**config.mk**
```make
export PLATFORM = sky130hd
export DESIGN_NAME = io_in_fifo
export DESIGN_NICKNAME = d
export VERILOG_FILES = /design/src/rtl/io_in_fifo.sv
export SDC_FILE = /design/constraint.sdc
export NUM_CORES = 1
export LEC_CHECK = 0
export CORE_ASPECT_RATIO = 0.8
export CORE_UTILIZATION = 32
export CTS_CLUSTER_SIZE = 30
export DETAILED_ROUTE_END_ITERATION = 6
export SETUP_SLACK_MARGIN = 0.05
export SLEW_MARGIN = 0
export SYNTH_ARGS = -nofsm -noshare
export SYNTH_HDL_FRONTEND = slang
export SYNTH_SLANG_ARGS = --single-unit
```
**constraint.sdc**
```tcl
create_clock -name clk -period 2.4 [get_ports clk]
set_input_delay 0.36 -clock clk [delete_from_list [all_inputs] [get_ports clk]]
set_output_delay 0.36 -clock clk [all_outputs]
set_load 0.01 [all_outputs]
```
**src/rtl/io_in_fifo.sv**
```systemverilog
// io_in_fifo: byte FIFO buffering external input strobes for CPU input instructions; overflow flag built only with IO_IN_OVF_EN
module io_in_fifo #(
  parameter int DEPTH = 4,
  parameter int CW    = $clog2(DEPTH + 1)
) (
  input  logic          clk,
  input  logic          rst_n,
  input  logic          ext_strobe,
  input  logic [7:0]    ext_data,
  output logic          ext_full,
  input  logic          cpu_rd,
  output logic [7:0]    cpu_data,
  output logic          cpu_empty,
  output logic [CW-1:0] cpu_count,
  output logic          ovf,
  input  logic          ovf_clr
);
  localparam int AW = $clog2(DEPTH);
  logic [7:0]    r_mem [DEPTH];
  logic [AW-1:0] r_wp;
  logic [AW-1:0] r_rp;
  logic [CW-1:0] r_count;
  logic          w_pop;
  logic          w_push;
  logic          w_drop;
  logic          w_full;
  logic          w_empty;
  // A full buffer still takes a push when the head is popped in the same cycle
  always_comb begin
    w_full  = r_count == CW'(DEPTH);
    w_empty = r_count == '0;
    w_pop   = cpu_rd && !w_empty;
    w_push  = ext_strobe && (!w_full || w_pop);
    w_drop  = ext_strobe && !w_push;
  end
  // Storage is not reset; only the pointers and count define validity
  always_ff @(posedge clk) begin
    if (w_push) r_mem[r_wp] <= ext_data;
  end
  // Pointers wrap naturally; count tracks occupancy independent of pointers
  always_ff @(posedge clk or negedge rst_n) begin
    if (!rst_n) begin
      r_wp    <= '0;
      r_rp    <= '0;
      r_count <= '0;
    end else begin
      if (w_push) r_wp <= r_wp + AW'(1);
      if (w_pop) r_rp <= r_rp + AW'(1);
      r_count <= r_count + CW'(w_push) - CW'(w_pop);
    end
  end
  // Head byte falls through; zero when nothing is buffered
  always_comb begin
    cpu_data  = w_empty ? 8'h00 : r_mem[r_rp];
    cpu_empty = w_empty;
    ext_full  = w_full;
    cpu_count = r_count;
  end
`ifdef IO_IN_OVF_EN
  logic r_ovf;
  // Sticky drop flag; a new drop beats a clear in the same cycle
  always_ff @(posedge clk or negedge rst_n) begin
    if (!rst_n) r_ovf <= 1'b0;
    else r_ovf <= w_drop ? 1'b1 : (ovf_clr ? 1'b0 : r_ovf);
  end
  assign ovf = r_ovf;
`else
  logic w_unused;
  assign w_unused = ^{ovf_clr, w_drop};
  assign ovf = 1'b0;
`endif
endmodule
```
==> results.json <==
{
  "crit_path_max_incr_delay_ns": 0.49,
  "root_buffer": "clkbuf_8",
  "syn_area_per_cell_um2": 18.4,
  "p_int_uw": 1650,
  "power.density_nw_per_um2": 1170,
  "place_congestion": 0.840,
  "placementRows": 22,
  "fp.dieH_um": 66.1,
  "power_leakage_uw": 0.000763,
  "clock_sinks": 39,
  "fin_crit_ns": 2.16,
  "vias": 830,
  "grt_pass1_vias": 934,
  "antenna_found_initial": 0,
  "clock.fmax_mhz": 463,
  "nNetsFinal": 138,
  "ant_nets": 0,
  "place_ws_ns": 0.192,
  "ys_warn_count": 0,
  "ir_worst_vdd_mv": 0.475,
  "finalNonFillerCells": 180,
  "drv_slew": 0,
  "nFillCells": 446,
  "drt-initial-drc-count": 46,
  "cp.arrival_ns": 1.80,
  "seqPwrFrac": 0.430,
  "setup_violations": 0,
  "synth_top_area_frac": 0.585,
  "via_per_inst": 4.61,
  "status": "complete, no violations",
  "reg2reg_slack_ns": 0.24,
  "start_kind": "flop",
  "dp.cells": 172,
  "finalCritPeriodShare": 0.900,
  "cp-end-kind": "output port",
  "finalSetupTns_ns": 0,
  "ios": 27,
  "die_x_um": 82.1,
  "drc": 0,
  "critPathMaxFanout": 10,
  "grt_max_degree": 12,
  "insertion_delay_ns": 0.28,
  "ys_ff_latch": 39,
  "hpwl_um": 2000,
  "crit_required_ns": 2.04,
  "final_layout_size_suffix_gt1_frac": 0.200,
  "p_comb_frac": 0.402,
  "grt_usage": 0.128,
  "ys_seq_area_frac": 0.692,
  "p_sw_uw": 725,
  "syn_inst": 89,
  "area_growth_pct": 23.8,
  "syn_nets": 108,
  "drt_wl_total_um": 2860,
  "rsz0062_at_grt": "no",
  "switching_share": 0.306,
  "worst_slack_ns": 0.239,
  "design.die.area_um2": 5420,
  "coreArea_um2": 4760,
  "grt-ovfl-total": 0,
  "wire_per_inst_um": 15.9,
  "path_cells": "or3_2, buf_4, and2_1, dlygate4sd2_1",
  "postLayoutCellArea_um2": 2030,
  "cts_tree": "done",
  "placed_area_um2": 1960,
  "yosysTopAreaCell": "edfxtp_1",
  "ctsHoldBuffers": 0,
  "clock_power_share": 0.168,
  "holdCritPathClass": "input pin to async pin",
  "antenna_cells": 0,
  "drv_cap": 0,
  "power.total_uw": 2370,
  "skew_ns": 0.00312,
  "initial_core_util": 0.345,
  "worst-setup-path-type": "flop to output port",
  "slowest_stage": "or3_2",
  "grt_pass1_wl_um": 4560,
  "io_buffers": 24,
  "cts.htree.levels": 2,
  "clkSlewWorstSetupHoldPaths_ns": 0.07,
  "ys_top_cells_by_area": "edfxtp_1, mux4_2, dfrtp_1, ha_1, and2_1",
  "hold_viol": 0,
  "cts_buffer_depth": 2,
  "cts_made_buffers": 5,
  "drt-pass1-iter-count": 4,
  "synth_cell_types": 22,
  "synth_area_um2": 1640
}
-- state kept, by name (all words and copies together), names as in the netlist --
signal / flops
r_mem: 32
cpu_count: 3
r_rp: 2
r_wp: 2
-- per-stage QoR --
stage          hold WS (ns)   util
2_1_floorplan        0.0644      -
3_3_place_gp          0.532  0.411
3_5_place_dp          0.566  0.411
4_1_cts               0.349  0.426
5_1_grt               0.348  0.427
6_report              0.353  0.427
-- metal layers --
metal,up-vias,part of all wire,GRT usage
met5,-,0,0
met4,0,0.0091,0.0461
met3,3,0.044,0.0455
met2,17,0.51,0.223
met1,427,0.44,0.142
li1,383,-,-
-- power by group through the flow --
stage	clock, µW	combinational (µW)	sequential, µW
final	398	955	1020
after global routing	447	1070	1040
after CTS	414	987	1020
after detailed placement	0	1060	1040
after global placement	0	1020	1020
after floorplan	0	612	990
-- critical path, delay by kind of cell (launching register included) --
family | cells | cell delay, ns
simple gates | 2 | 0.64
flops | 1 | 0.41
buf+inv | 2 | 0.47
-- Yosys cell counts --
cell	n
and2_1	8
and2_2	4
buf_2	1
buf_4	1
clkbuf_1	2
conb_1	1
dfrtp_1	7
edfxtp_1	32
fa_1	1
ha_1	5
inv_1	5
mux2_4	1
mux2i_1	1
mux4_2	8
nand2_1	1
nand3_1	1
o21a_4	1
o21ai_0	1
or2_2	1
or3_2	1
or3b_1	1
xnor2_1	5
-- cells in the final DEF (no fill, tap or decap), types with 3 or more instances in the layout --
| cell type | n |
|---|---|
| dfrtp_1 | 7 |
| xnor2_1 | 5 |
| buf_4 | 3 |
| mux4_2 | 8 |
| ha_1 | 5 |
| and2_2 | 4 |
| inv_1 | 5 |
| dlygate4sd2_1 | 8 |
| clkbuf_8 | 5 |
| edfxtp_1 | 32 |
| clkdlybuf4s50_1 | 15 |
| and2_1 | 8 |
-- cells by family (layout without fill, tap and decap cells) --
group	count (synthesis)	in the layout	share of synthesized area
buf+inv	9	40	0.0236
simple gates	17	17	0.0678
xor+xnor	5	5	0.0267
flops	39	39	0.692
fa+ha+maj	6	6	0.0503
other cells	1	1	0.00228
compound gates	2	2	0.0122
mux	10	10	0.125
-- final timing paths --
path | startpoint | end | depth (start not counted)
max reg2reg | cpu_count[1] | cpu_count[2] | 7
min in group clk | cpu_count[0] | cpu_count[0] | 1
max | cpu_count[1] | cpu_data[4] | 4
min reg2reg | cpu_count[0] | cpu_count[0] | 1
max in group asynchronous | rst_n | cpu_count[0] | 1
min | rst_n | r_wp[0] | 1
-- cell type report --
class,count,area (µm²),share of cell area
clock inverters,2,7.51,0.00369
clock buffers,6,72.6,0.0357
inverters,5,18.8,0.00924
multi-input cells,41,467,0.230
repair buffers,27,255,0.126
flip-flops and latches,39,1140,0.559
well taps,60,75.1,0.0369
-- repair_timing --
| item | in CTS | in global routing |
|---|---|---|
| setup buffers | 0 | 0 |
| resized for setup | 8 | 1 |
| endpoints found under the setup margin | 8 | 1 |
(Power assumes the default switching activity.)
